===== src/rtl/dmem_arbiter_if.sv =====
// Bundle of CPU, loader and memory-port signals shared by the data-memory arbiter.
// The slave modport is the arbiter's view; master is the requesters-plus-memory side.
interface dmem_arbiter_if #(
  parameter int AW = 32,
  parameter int DW = 32
);
  logic          c_req;
  logic [AW-1:0] c_addr;
  logic [DW-1:0] c_wdata;
  logic [3:0]    c_dwe;
  logic          c_gnt;
  logic          c_stall;
  logic          c_rvalid;
  logic [DW-1:0] c_rdata;

  logic          l_req;
  logic [AW-1:0] l_addr;
  logic [DW-1:0] l_wdata;
  logic [3:0]    l_dwe;
  logic          l_gnt;
  logic          l_rvalid;
  logic [DW-1:0] l_rdata;

  logic          m_en;
  logic [AW-3:0] m_addr;
  logic [DW-1:0] m_wdata;
  logic [3:0]    m_dwe;
  logic [DW-1:0] m_rdata;

  modport slave (
    input  c_req, c_addr, c_wdata, c_dwe,
    input  l_req, l_addr, l_wdata, l_dwe,
    input  m_rdata,
    output c_gnt, c_stall, c_rvalid, c_rdata,
    output l_gnt, l_rvalid, l_rdata,
    output m_en, m_addr, m_wdata, m_dwe
  );

  modport master (
    output c_req, c_addr, c_wdata, c_dwe,
    output l_req, l_addr, l_wdata, l_dwe,
    output m_rdata,
    input  c_gnt, c_stall, c_rvalid, c_rdata,
    input  l_gnt, l_rvalid, l_rdata,
    input  m_en, m_addr, m_wdata, m_dwe
  );
endinterface


===== src/rtl/dmem_arbiter.sv =====
// Two-requester (CPU / loader) arbiter for the single-port data memory with read-data routing.
// Define DMEM_ARB_RR_EN for round-robin; otherwise fixed CPU priority with a loader starvation guard.
module dmem_arbiter #(
  parameter int AW           = 32,
  parameter int DW           = 32,
  parameter int STARVE_LIMIT = 4
) (
  input  logic           clk,
  input  logic           rst_n,
  dmem_arbiter_if.slave  bus
);

  localparam logic OWN_C = 1'b0;
  localparam logic OWN_L = 1'b1;

  logic c_win;
  logic l_win;
  logic last_q, last_d;
  logic rd_pend_q, rd_pend_d;
  logic rd_owner_q, rd_owner_d;
  logic [3:0] sel_dwe;

`ifndef DMEM_ARB_RR_EN
  localparam int WCW = $clog2(STARVE_LIMIT + 1);
  localparam logic [WCW-1:0] WAIT_MAX = WCW'(STARVE_LIMIT);
  logic [WCW-1:0] wait_cnt_q, wait_cnt_d;
`endif

  always_comb begin
    c_win = 1'b0;
    l_win = 1'b0;
`ifdef DMEM_ARB_RR_EN
    if (bus.c_req && bus.l_req) begin
      if (last_q == OWN_C) l_win = 1'b1;
      else                 c_win = 1'b1;
    end else begin
      c_win = bus.c_req;
      l_win = bus.l_req;
    end
`else
    // A loader that has waited STARVE_LIMIT cycles overrides the CPU for one cycle
    if (bus.l_req && (wait_cnt_q == WAIT_MAX)) l_win = 1'b1;
    else if (bus.c_req)                        c_win = 1'b1;
    else                                       l_win = bus.l_req;
`endif
    if (!rst_n) begin
      c_win = 1'b0;
      l_win = 1'b0;
    end
  end

  always_comb begin
    bus.m_addr  = '0;
    bus.m_wdata = '0;
    sel_dwe     = 4'b0000;
    if (c_win) begin
      bus.m_addr  = bus.c_addr[AW-1:2];
      bus.m_wdata = bus.c_wdata;
      sel_dwe     = bus.c_dwe;
    end else if (l_win) begin
      bus.m_addr  = bus.l_addr[AW-1:2];
      bus.m_wdata = bus.l_wdata;
      sel_dwe     = bus.l_dwe;
    end
  end

  assign bus.m_dwe    = sel_dwe;
  assign bus.m_en     = c_win | l_win;
  assign bus.c_gnt    = c_win;
  assign bus.l_gnt    = l_win;
  assign bus.c_stall  = rst_n & bus.c_req & ~c_win;

  // Read data is combinational from the memory; only the registered owner sees it
  assign bus.c_rvalid = rst_n & rd_pend_q & (rd_owner_q == OWN_C);
  assign bus.l_rvalid = rst_n & rd_pend_q & (rd_owner_q == OWN_L);
  assign bus.c_rdata  = bus.c_rvalid ? bus.m_rdata : '0;
  assign bus.l_rdata  = bus.l_rvalid ? bus.m_rdata : '0;

  always_comb begin
    rd_pend_d  = (c_win | l_win) && (sel_dwe == 4'b0000);
    rd_owner_d = l_win ? OWN_L : OWN_C;
    last_d     = last_q;
    if (c_win)      last_d = OWN_C;
    else if (l_win) last_d = OWN_L;
`ifndef DMEM_ARB_RR_EN
    wait_cnt_d = '0;
    if (bus.l_req && !l_win)
      wait_cnt_d = (wait_cnt_q == WAIT_MAX) ? WAIT_MAX : wait_cnt_q + 1'b1;
`endif
  end

  always_ff @(posedge clk) begin
    if (!rst_n) begin
      last_q     <= OWN_L;
      rd_pend_q  <= 1'b0;
      rd_owner_q <= OWN_C;
`ifndef DMEM_ARB_RR_EN
      wait_cnt_q <= '0;
`endif
    end else begin
      last_q     <= last_d;
      rd_pend_q  <= rd_pend_d;
      rd_owner_q <= rd_owner_d;
`ifndef DMEM_ARB_RR_EN
      wait_cnt_q <= wait_cnt_d;
`endif
    end
  end

endmodule


===== src/flat_wrapper.sv =====
// flat-port wrapper written by rule: the top's interface ports become plain ports
module dmem_arbiter_flat 
#(
  parameter int AW           = 32,
  parameter int DW           = 32,
  parameter int STARVE_LIMIT = 4
)
  (clk, rst_n, bus_c_req, bus_c_addr, bus_c_wdata, bus_c_dwe, bus_l_req, bus_l_addr, bus_l_wdata, bus_l_dwe, bus_m_rdata, bus_c_gnt, bus_c_stall, bus_c_rvalid, bus_c_rdata, bus_l_gnt, bus_l_rvalid, bus_l_rdata, bus_m_en, bus_m_addr, bus_m_wdata, bus_m_dwe);
  dmem_arbiter_if #(.AW(AW), .DW(DW)) bus_i ();
  input  logic clk;
  input  logic rst_n;
  input wire logic [$bits(bus_i.c_req)-1:0] bus_c_req;
  input wire logic [$bits(bus_i.c_addr)-1:0] bus_c_addr;
  input wire logic [$bits(bus_i.c_wdata)-1:0] bus_c_wdata;
  input wire logic [$bits(bus_i.c_dwe)-1:0] bus_c_dwe;
  input wire logic [$bits(bus_i.l_req)-1:0] bus_l_req;
  input wire logic [$bits(bus_i.l_addr)-1:0] bus_l_addr;
  input wire logic [$bits(bus_i.l_wdata)-1:0] bus_l_wdata;
  input wire logic [$bits(bus_i.l_dwe)-1:0] bus_l_dwe;
  input wire logic [$bits(bus_i.m_rdata)-1:0] bus_m_rdata;
  output wire logic [$bits(bus_i.c_gnt)-1:0] bus_c_gnt;
  output wire logic [$bits(bus_i.c_stall)-1:0] bus_c_stall;
  output wire logic [$bits(bus_i.c_rvalid)-1:0] bus_c_rvalid;
  output wire logic [$bits(bus_i.c_rdata)-1:0] bus_c_rdata;
  output wire logic [$bits(bus_i.l_gnt)-1:0] bus_l_gnt;
  output wire logic [$bits(bus_i.l_rvalid)-1:0] bus_l_rvalid;
  output wire logic [$bits(bus_i.l_rdata)-1:0] bus_l_rdata;
  output wire logic [$bits(bus_i.m_en)-1:0] bus_m_en;
  output wire logic [$bits(bus_i.m_addr)-1:0] bus_m_addr;
  output wire logic [$bits(bus_i.m_wdata)-1:0] bus_m_wdata;
  output wire logic [$bits(bus_i.m_dwe)-1:0] bus_m_dwe;
  assign bus_i.c_req = bus_c_req;
  assign bus_i.c_addr = bus_c_addr;
  assign bus_i.c_wdata = bus_c_wdata;
  assign bus_i.c_dwe = bus_c_dwe;
  assign bus_i.l_req = bus_l_req;
  assign bus_i.l_addr = bus_l_addr;
  assign bus_i.l_wdata = bus_l_wdata;
  assign bus_i.l_dwe = bus_l_dwe;
  assign bus_i.m_rdata = bus_m_rdata;
  assign bus_c_gnt = bus_i.c_gnt;
  assign bus_c_stall = bus_i.c_stall;
  assign bus_c_rvalid = bus_i.c_rvalid;
  assign bus_c_rdata = bus_i.c_rdata;
  assign bus_l_gnt = bus_i.l_gnt;
  assign bus_l_rvalid = bus_i.l_rvalid;
  assign bus_l_rdata = bus_i.l_rdata;
  assign bus_m_en = bus_i.m_en;
  assign bus_m_addr = bus_i.m_addr;
  assign bus_m_wdata = bus_i.m_wdata;
  assign bus_m_dwe = bus_i.m_dwe;
  dmem_arbiter #(.AW(AW), .DW(DW), .STARVE_LIMIT(STARVE_LIMIT)) u_core (.clk(clk), .rst_n(rst_n), .bus(bus_i));
endmodule

===== config.mk =====
export PLATFORM = sky130hd
export DESIGN_NAME = dmem_arbiter_flat
export DESIGN_NICKNAME = d
export VERILOG_FILES = /design/src/rtl/dmem_arbiter_if.sv /design/src/rtl/dmem_arbiter.sv /design/src/flat_wrapper.sv
export SDC_FILE = /design/constraint.sdc
export NUM_CORES = 1
export LEC_CHECK = 0
export BUFFER_PORTS_ARGS = -buffer_cell sky130_fd_sc_hd__buf_4
export CORE_AREA = 2 2 118 120
export DETAILED_ROUTE_END_ITERATION = 8
export DIE_AREA = 0 0 120 122
export HOLD_SLACK_MARGIN = 0.1
export PLACE_DENSITY = 0.51
export SLEW_MARGIN = 40
export SYNTH_ARGS = -nofsm -noshare
export SYNTH_HDL_FRONTEND = slang
export SYNTH_SLANG_ARGS = --single-unit

===== constraint.sdc =====
create_clock -name clk -period 1.6 [get_ports clk]
set_input_delay 0.32 -clock clk [delete_from_list [all_inputs] [get_ports clk]]
set_output_delay 0.32 -clock clk [all_outputs]
set_load 0.03 [all_outputs]

==> results.ini <==
[floorplanning]
die_w_um=120
core_sq_um=13500
rows=43
start_util_pct=10.0
die_area_sq_um=14600
io_pins=308
die_h_um=122

[global_route]
overflow=0
first_global_vias=2761
grt_antenna_before_repair=0
grt_max_degree=34
grtUsageTotal_pct=12.1
grt_pass1_wl_mm=14.3

[placement]
placed_cells=665
io_buffers=303
place_congestion=0.806
placed_area_sq_um=4290
place_hpwl_mm=7.99

[logic_synthesis]
yosys-top-cells-count=a22o_1, and2_1, buf_2, clkbuf_1, dfxtp_1
synth.yosys.warnings=0
async_flop_share_pct=0
ys_seq_elements=5
synth_top_area_share_pct=42.7
synth_most_common_cell=a22o_1
syn-num-nets=355
yosysSeqAreaShare_pct=7.39
synth.distinct_cells=21
yosys.area.top_type=a22o_1
syn_inst=181
syn_avg_cell_area_sq_um=7.49
ys.flop_type=dfxtp_1
synth_area_sq_um=1360
synthTopCellsByArea=a22o_1, and2_1, dfxtp_1, buf_2, buf_4
synth_edf_count=0

[timing]
maxSlewHeadroom_pct=81.8
post-route-period-util_pct=123
layout_setup_ws_ns=-0.365
period_needed_ns=1.96
hold_viol=0
hold_slack_ns=0.326
fmax_ghz=0.509
finClkSkew_ns=0.00236
setup_viol=74
maxSlewViolCount=0
rsz0062_at_grt=true
worst_pin_slew_ns=0.269

[finish]
design_area_sq_um=5470
drive_gt1_share_pct=90.3
fin_cells=683
utilization_pct=40.5
syn2layout_area_growth_pct=304
diodes=0
finalNetCount=678
fill_cells=1292

[run_status]
outcome=finished with violations
violations=setup timing

[worst_setup_path]
crit_arrival_ns=1.64
worst-setup-path-type=reg2out
crit_path_end_kind=output pin
required_ns=1.28
crit_fanout=8
cp-start-kind=flop

[routing]
drt_wl_total_mm=11.4
wl_per_cell_um=16.8
drc=0
via_per_inst=4.06
ant_nets=0
drt-initial-drc-count=37
vias=2770
dr.pass1.iters=4

[run]
maxCapViolCount=0

[hold_path]
min-delay-path-class=in2reg

[pwr]
p_leak_nw=2.78
power_density_nw_per_um2=359
ir_worst_vdd_mv=0.239

[clock_tree]
cts_max_path_buffers=2
cts-root-buf=clkbuf_16
clock-sinks=5
cts_tree=done
clk-insertion-delay-late_ns=0.23
cts_buffers=3
clk_pin_slew_worst_paths_ns=0.03
cts.hold.buffers_added=0
htree_levels=1

[state kept, by name, summed over array words and instances, names as in the netlist]
register	count
u_core.rd_owner_q	1
u_core.rd_pend_q	1
u_core.wait_cnt_q	3
[critical path: stages (launching register included)]
cell and delay, ns:
dfxtp_2 0.31, inv_2 0.06, ha_4 0.17, nand2_4 0.07, a21oi_4 0.17, buf_12 0.18, clkbuf_16 0.18, a22o_1 0.14
buf_6 0.13
[repair_timing]
item                                   in CTS  in global routing
pin swaps                                   2                 28
endpoints found under the hold margin       0                  0
gates cloned                                3                  8
setup endpoints to repair                  72                102
resized for setup                          82                134
buffers inserted                            2                  2
[cell usage in the layout, fill, tap and decap left out]
master / count
a21oi_4: 1
or4_1: 2
buf_6: 131
a31oi_4: 1
mux2i_1: 1
a22o_4: 48
buf_16: 4
buf_4: 187
a221oi_2: 1
ha_4: 1
clkbuf_1: 1
nor3b_1: 2
and3_4: 1
nor2_4: 2
clkbuf_16: 9
a22o_1: 7
dfxtp_1: 1
and2_4: 40
and2_1: 24
nand2_1: 3
a21oi_1: 1
nand3_1: 1
o21ai_0: 1
nand2_4: 1
buf_8: 3
inv_1: 2
inv_2: 2
buf_12: 7
a22o_2: 11
nor2_1: 2
dfxtp_2: 4
ha_1: 1
[kinds of logic (layout without fill, tap and decap cells)]
kind of cell | Yosys count | count (layout) | synth area share, %
compound gates | 71 | 71 | 45.6
fa+ha+maj | 2 | 2 | 1.85
buf+inv | 24 | 346 | 9.60
flops | 5 | 5 | 7.39
mux | 1 | 1 | 0.739
simple gates | 78 | 78 | 34.8
[area by class of cell]
type / instances / area (sq um) / share of cell area [%]
Inverter: 4 / 15.0 / 0.274
Multi-Input combinational cell: 152 / 1720 / 31.5
Clock buffer: 4 / 78.8 / 1.44
Sequential cell: 5 / 105 / 1.92
Tap cell: 180 / 225 / 4.12
Timing Repair Buffer: 338 / 3320 / 60.8
[final timing paths]
kind | start | endpoint | slack (ns) | cells after the start
setup / recovery | u_core.wait_cnt_q[1] | bus_m_addr[4] | -0.36 | 8
hold reg to reg | u_core.wait_cnt_q[0] | u_core.wait_cnt_q[0] | 0.50 | 2
hold / removal | bus_c_req | u_core.rd_owner_q | 0.33 | 2
setup reg to reg | u_core.wait_cnt_q[1] | u_core.rd_pend_q | 0.07 | 8
[routing by layer]
metal | part of all wire (%) | track usage (%)
met2 | 59 | 25.2
met3 | 8.3 | 2.90
met5 | 0 | 0
met1 | 32 | 12.4
met4 | 0.25 | 1.32
[metrics by stage]
| stage | total power [mW] | TNS, ns | setup WS, ns |
|---|---|---|---|
| floorplan | 0.690 | 0 | 0.00496 |
| global placement | 1.30 | -10.83 | -0.207 |
| detailed placement | 1.31 | -10.92 | -0.207 |
| CTS | 1.84 | -23.32 | -0.399 |
| global route | 2.05 | -27.77 | -0.421 |
| finish | 1.96 | -22.24 | -0.365 |
[power breakdown]
| part | switching [mW] | leakage [nW] | internal, mW |
|---|---|---|---|
| Clock | 0.0802 | 0.0382 | 0.330 |
| Combinational | 0.635 | 2.70 | 0.784 |
| Sequential | 0.00259 | 0.0424 | 0.131 |
No activity file was read; power rests on OpenSTA's default activity.
